## src/rtl/fwd_sel_unit.sv

```systemverilog
// Operand-forwarding control for the EX stage.
// Tracks destination tags of in-flight instructions and produces registered
// 4:1 operand-mux selects for the instruction entering EX. It also flags
// load-use hazards so that ID holds and EX takes a bubble.
module fwd_sel_unit #(
   parameter int unsigned REG_AW   = 5,
   parameter int unsigned ZERO_REG = 0
) (
   input  logic              clk,
   input  logic              rst_n,
   input  logic              id_valid,
   input  logic [REG_AW-1:0] id_rs1,
   input  logic [REG_AW-1:0] id_rs2,
   input  logic [REG_AW-1:0] id_rd,
   input  logic              id_regwrite,
   input  logic              id_is_load,
   input  logic              hold,
   input  logic              flush,
   output logic [1:0]        fwd_a_sel,
   output logic [1:0]        fwd_b_sel,
   output logic              load_use_stall
);

   localparam logic [REG_AW-1:0] ZeroReg  = REG_AW'(ZERO_REG);
   // Slot order, youngest first: EX, MEM, WB, RET.
   localparam int unsigned       NumSlots = 4;

   typedef struct packed {
      logic              valid;
      logic [REG_AW-1:0] rd;
      logic              regwrite;
      logic              is_load;
   } slot_t;

   // Values match the operand-mux data input order.
   typedef enum logic [1:0] {
      SelRegFile = 2'b00,
      SelExMem   = 2'b01,
      SelMemWb   = 2'b10,
      SelRetired = 2'b11
   } sel_e;

   slot_t slot_q [NumSlots];
   slot_t slot_d [NumSlots];
   sel_e  sel_a_q, sel_a_d;
   sel_e  sel_b_q, sel_b_d;
   sel_e  sel_a_new, sel_b_new;
   logic  ex_is_load;
   logic  ex_hits_rs;

   // A slot produces register r only if it is a live writer of a real register.
   function automatic logic slot_writes(input slot_t s, input logic [REG_AW-1:0] r);
      return s.valid && s.regwrite && (s.rd == r) && (r != ZeroReg);
   endfunction

   // Youngest-first search. The select names where the value sits once the
   // consumer is in EX, so each producer is one stage further down by then.
   function automatic sel_e search(input slot_t ex, input slot_t mem, input slot_t wb,
                                   input logic [REG_AW-1:0] rs);
      sel_e sel;
      if (slot_writes(ex, rs)) begin
         sel = SelExMem;
      end else if (slot_writes(mem, rs)) begin
         sel = SelMemWb;
      end else if (slot_writes(wb, rs)) begin
         sel = SelRetired;
      end else begin
         sel = SelRegFile;
      end
      return sel;
   endfunction

   // Candidate selects for the ID instruction against the current slots.
   always_comb begin
      sel_a_new = search(slot_q[0], slot_q[1], slot_q[2], id_rs1);
      sel_b_new = search(slot_q[0], slot_q[1], slot_q[2], id_rs2);
   end

   // Load-use hazard: the load in EX cannot forward in time to the next EX.
   always_comb begin
      ex_is_load     = slot_q[0].valid && slot_q[0].is_load && slot_q[0].regwrite
                       && (slot_q[0].rd != ZeroReg);
      ex_hits_rs     = (slot_q[0].rd == id_rs1) || (slot_q[0].rd == id_rs2);
      load_use_stall = id_valid && ex_is_load && ex_hits_rs && !hold && !flush;
   end

   // Next-state: hold freezes everything; flush and stall insert a bubble.
   always_comb begin
      slot_d  = slot_q;
      sel_a_d = sel_a_q;
      sel_b_d = sel_b_q;
      if (!hold) begin
         // Older instructions always advance, even on flush or stall.
         for (int i = NumSlots - 1; i > 0; i--) begin
            slot_d[i] = slot_q[i-1];
         end
         if (flush || load_use_stall) begin
            slot_d[0] = '0;
            sel_a_d   = SelRegFile;
            sel_b_d   = SelRegFile;
         end else begin
            slot_d[0] = '{valid:    id_valid,
                          rd:       id_rd,
                          regwrite: id_regwrite,
                          is_load:  id_is_load};
            sel_a_d   = id_valid ? sel_a_new : SelRegFile;
            sel_b_d   = id_valid ? sel_b_new : SelRegFile;
         end
      end
   end

   // Slot tags and registered selects.
   always_ff @(posedge clk or negedge rst_n) begin
      if (!rst_n) begin
         for (int i = 0; i < NumSlots; i++) begin
            slot_q[i] <= '0;
         end
         sel_a_q <= SelRegFile;
         sel_b_q <= SelRegFile;
      end else begin
         slot_q  <= slot_d;
         sel_a_q <= sel_a_d;
         sel_b_q <= sel_b_d;
      end
   end

   // Drive the mux selects straight from the registers.
   always_comb begin
      fwd_a_sel = sel_a_q;
      fwd_b_sel = sel_b_q;
   end

endmodule

```

## config.mk

```make
export PLATFORM = sky130hd
export DESIGN_NAME = fwd_sel_unit
export DESIGN_NICKNAME = d
export VERILOG_FILES = /design/src/rtl/fwd_sel_unit.sv
export SDC_FILE = /design/constraint.sdc
export NUM_CORES = 1
export LEC_CHECK = 0
export CELL_PAD_IN_SITES_DETAIL_PLACEMENT = 1
export CELL_PAD_IN_SITES_GLOBAL_PLACEMENT = 2
export CORE_ASPECT_RATIO = 1.25
export CORE_MARGIN = 2
export CORE_UTILIZATION = 42
export DETAILED_ROUTE_END_ITERATION = 6
export DONT_BUFFER_PORTS = 1
export PLACE_DENSITY_LB_ADDON = 0.1
export SKIP_LAST_GASP = 1
export SLEW_MARGIN = 20
export SYNTH_ARGS = -nofsm -noshare
export SYNTH_HDL_FRONTEND = slang
export SYNTH_SLANG_ARGS = --single-unit
```

## constraint.sdc

```tcl
create_clock -name clk -period 3.38 [get_ports clk]
set_clock_uncertainty 0.1 [all_clocks]
set_input_delay 0.676 -clock clk [delete_from_list [all_inputs] [get_ports clk]]
set_output_delay 0.676 -clock clk [all_outputs]
set_load 0.01 [all_outputs]
```

======== Word level (Yosys, flattened, before mapping) ========
Cells that the tools add are included.
word-level totals
  memories ................................ 0
  word-level logic and storage cells ...... 58
  ROM bits ................................ 0
  output and inout port bits .............. 5
  bits in writable memories ............... 0
  input bits .............................. 22
  flip-flop bits (word level) ............. 26
  latch bits .............................. 0
operators by class
  add/subtract/negate cells ............... 0
  multiply operators ...................... 0
  $lt $le $gt $ge ......................... 0
  bitwise logic cells ..................... 0
  reductions and logical operators ........ 29
  shift operators ......................... 0
  eq/ne operators ......................... 6
  mux-type cells .......................... 11
  divide/modulo/power cells ............... 0
operators by type and width
  cell                number
  == test 5 bit       6
  logical AND 1 bit   22
  two-way mux 2 bit   10
  nonzero test 5 bit  3
  two-way mux 8 bit   1
  zero test 1 bit     2
  logical OR 1 bit    2

======== Longest topological paths before layout ========
  depth after elaboration ................. 9
  gate-level depth with buffers ........... 6
  depth with buffers taken out ............ 5

======== Least setup slack after synthesis ========
OpenSTA, ideal clock, no wires.
  path kind ............................... input port to output port
  from .................................... input id_rs1[3]
  to ...................................... output load_use_stall
  data required time ...................... 2.604 ns
  path slack .............................. 1.055 ns
  arrival ................................. 1.549 ns
  path buffers ............................ 1
  stages .................................. 6
  cells stage by stage .................... xnor2_1 nand3_1 nor2_1 o21a_1 buf_2 nor2b_1
between the ends
  word-level cells in the longest chain between the ends .. 5
ends and longest elaborated chain
  what                            line  text
  start: declaration              12    input logic [REG_AW-1:0] id_rs1,
  == test 5 bit                   83    ex_hits_rs = (slot_q[0].rd == id_rs1) || (slot_q[0].rd == id_rs2);
  logical OR 1 bit                83
  logical AND 1 bit (3 in a row)  84    load_use_stall = id_valid && ex_is_load && ex_hits_rs && !hold && !flush;
  end: declaration                21    output logic load_use_stall
Every way passes these cells.

======== Worst setup path in the final report ========
  from .................................... register slot_q[29] (netlist bit)
  to ...................................... output load_use_stall
between the ends
  word-level cells in the longest chain between the ends .. 6
  elaborated cells on any way between the ends .. 9
ends and longest elaborated chain
  what                                line  text
  start: declaration                  43    slot_t slot_q [NumSlots];
  start signal: assignment            121   slot_q <= slot_d;
  nonzero test 5 bit                  82    && (slot_q[0].rd != ZeroReg);
  logical AND 1 bit                   82
  logical AND 1 bit                   84
  logical AND 1 bit (*) (3 in a row)  84
Every way passes the cells marked *; elsewhere a longest branch is shown, timed or not.

==> impl_metrics.py <==
metrics = {
    "layout": {
        "fin_area_mm2": 0.001573,
        "area_growth_pct": 6.076,
        "drive_gt1_frac": 0.1690,
        "fill_cells": 388,
        "diodes": 0,
        "layout.nets": 166,
    },
    "logic_synthesis": {
        "synth-seq-cells": 26,
        "synth_cell_types": 24,
        "syn_area_per_cell_um2": 10.37,
        "synth_top_area_share": 0.4388,
        "synth_area_mm2": 0.001483,
        "yosysTopAreaCell": "dfrtp_1",
        "ys.flop_type": "dfrtp_1",
        "synth_cells": 143,
        "yosys_warnings": 0,
        "synth_nets": 165,
        "synth_area_leaders": "dfrtp_1, xnor2_1, mux2_2",
        "ys_seq_area_frac": 0.4388,
        "synthTopCellsByCount": "xnor2_1, dfrtp_1, nand2_1",
        "synth_edf_count": 0,
        "yosysMostFrequentCell": "xnor2_1",
        "synthArstFlopShare": 1.000,
    },
    "place": {
        "dpl_worst_slack_ns": 0.8419,
        "dpl-instance-area_mm2": 0.001511,
        "gp_congestion": 0.8053,
        "dp_hpwl_um": 2619,
        "portBuffers": 0,
    },
    "clock_network": {
        "cts_resized": 0,
        "clockBufferDepth": 2,
        "numCtsBuffers": 3,
        "clk_latency_ns": 0.27,
        "h-tree-depth": 1,
        "cts_root_buffer": "clkbuf_8",
        "cts_tree": "yes",
        "clock-sinks": 26,
        "path_clk_slew_ns": 0.09,
    },
    "setup_path": {
        "crit_path_max_incr_delay_ns": 0.49,
        "worstSetupPathType": "register to primary output",
        "worstPathArrival_ns": 1.96,
        "critPathMaxFanout": 13,
        "crit_required_ns": 2.60,
        "cp-start-kind": "register",
        "crit_path_end_kind": "primary output",
        "cpMaxStageDelayCell": "dfrtp_1",
        "path_cells": "or4_1 -> nor2_1 -> nor4_1 -> o21a_1 -> nor2b_1",
    },
    "grt": {
        "grt_pass1_wl_um": 5823,
        "grt_pass1_vias": 1148,
        "grt_util_all_layers": 0.1903,
        "grt_start_max_net_pins": 30,
        "grt_antenna_before_repair": 0,
        "overflow": 0,
    },
    "routing": {
        "drtPass1Iterations": 4,
        "drc": 0,
        "first_iter_violations": 49,
        "dr_total_vias": 1031,
        "viasPerCell": 5.696,
        "routed_wl_um": 3420,
        "wl_per_cell_um": 18.90,
        "postRouteAntennaNets": 0,
    },
    "sta": {
        "rsz0062_at_grt": "no",
        "tns_ns": 0,
        "slew_headroom": 0.6947,
        "hold_viol_final": 0,
        "max_freq_mhz": 365.0,
        "slew_violations": 0,
        "min_period_ns": 2.740,
        "period_share": 0.8106,
        "setup_ws_ns": 0.6402,
        "worstMarginPinSlew_ns": 0.4580,
        "setup_viol": 0,
    },
    "die": {
        "die-area_mm2": 0.004024,
        "fp.dieH_um": 70.43,
        "fp.dieW_um": 57.14,
        "rows": 24,
        "core_region_area_mm2": 0.003423,
        "start_util": 0.4331,
        "io_pins": 27,
    },
    "power": {
        "power.total_uw": 661.0,
        "p_leak_uw": 0.0006156,
        "power-per-cell-area_mw_per_mm2": 420.3,
        "ir_drop_uv": 213.0,
    },
    "min_path": {
        "hold_class": "input pin to asynchronous set/reset pin",
    },
    "job": {
        "maxCapViolCount": 0,
    },
    "status": {
        "status": "completed",
    },
}
[repair_timing]
item	CTS	global route
hold endpoints to repair	26	0
buffers inserted	0	0
hold buffers	1	0
[worst paths after layout]
path / startpoint / to / slack, ns / depth (start not counted)
worst max-delay path: slot_q[29] / load_use_stall / 0.64 / 5
worst min-delay path: rst_n / slot_q[18] / 0.11 / 1
worst max register to register: slot_q[26] / fwd_a_sel[0] / 1.34 / 5
worst min register to register: slot_q[24] / slot_q[24] / 0.40 / 2
max in group asynchronous: rst_n / slot_q[30] / 2.91 / 1
min in group clk: slot_q[24] / slot_q[24] / 0.40 / 2
[placed cells by master (no fill, tap or decap)]
master	netlist	routed
nand4_1	4	4
or4_2	1	1
clkbuf_8	0	3
o31ai_1	11	11
o41a_1	2	2
nor4_1	3	3
or4_1	2	2
nand2_1	18	18
xnor2_1	28	28
inv_1	7	7
xor2_1	2	2
or4_4	2	2
mux2_2	14	14
nor2_1	4	4
nor2_4	2	2
nor3_1	2	2
nand3_1	4	4
or2_2	1	1
dfrtp_1	26	26
o21ai_0	3	3
nor2b_1	1	1
o21a_1	1	1
buf_12	0	1
[per-layer routing]
layer / track usage / vias up / wire (µm)
met1: 0.2456 / 507 / 1547
li1: - / 497 / -
met5: 0 / - / 0
met2: 0.3321 / 22 / 1717
met4: 0.04651 / 0 / 37
met3: 0.02593 / 5 / 118
[worst max-delay path: cells and delay by family (launching register included)]
kind	cells	cell delay (ns)
AOI/OAI and AO/OA	1	0.46
and+or+nand+nor	4	0.74
DFF	1	0.49
[sequential cells by signal, summed over array words and instances (netlist names)]
register,flops
fwd_a_sel,2
fwd_b_sel,2
slot_q,22
[through the flow]
| stage | std cells | hold slack (ns) | util |
|---|---|---|---|
| 6_report | 181 | 0.1068 | 0.4594 |
| 5_1_grt | 181 | 0.1010 | 0.4594 |
| 4_1_cts | 181 | 0.1151 | 0.4594 |
| 3_5_place_dp | 177 | 0.2810 | 0.4415 |
| 3_3_place_gp | 177 | 0.2810 | 0.4415 |
| 2_1_floorplan | 143 | 0.2804 | - |
[final cells by class]
| cell class | instances | area [µm²] | share of cell area |
|---|---|---|---|
| repair buffers | 1 | 20.02 | 0.01273 |
| flip-flops and latches | 26 | 650.6 | 0.4137 |
| inverters | 7 | 26.28 | 0.01671 |
| multi-input cells | 105 | 785.8 | 0.4996 |
| clock buffers | 3 | 41.29 | 0.02625 |
| well taps | 39 | 48.80 | 0.03103 |
[kinds of logic (layout without fill, tap and decap cells)]
| group | Yosys count | after routing | share of synthesized area |
|---|---|---|---|
| mux | 14 | 14 | 0.1063 |
| compound gates | 17 | 17 | 0.08607 |
| flops | 26 | 26 | 0.4388 |
| simple gates | 44 | 44 | 0.1603 |
| buf+inv | 12 | 11 | 0.03122 |
| xor+xnor | 30 | 30 | 0.1772 |
[power by group]
part | internal, µW | total (µW) | switching, µW
clock network | 79.8 | 174 | 93.9
registers | 339 | 377 | 38.0
logic | 67.0 | 110 | 42.8
Power figures use the tool's default switching activity.
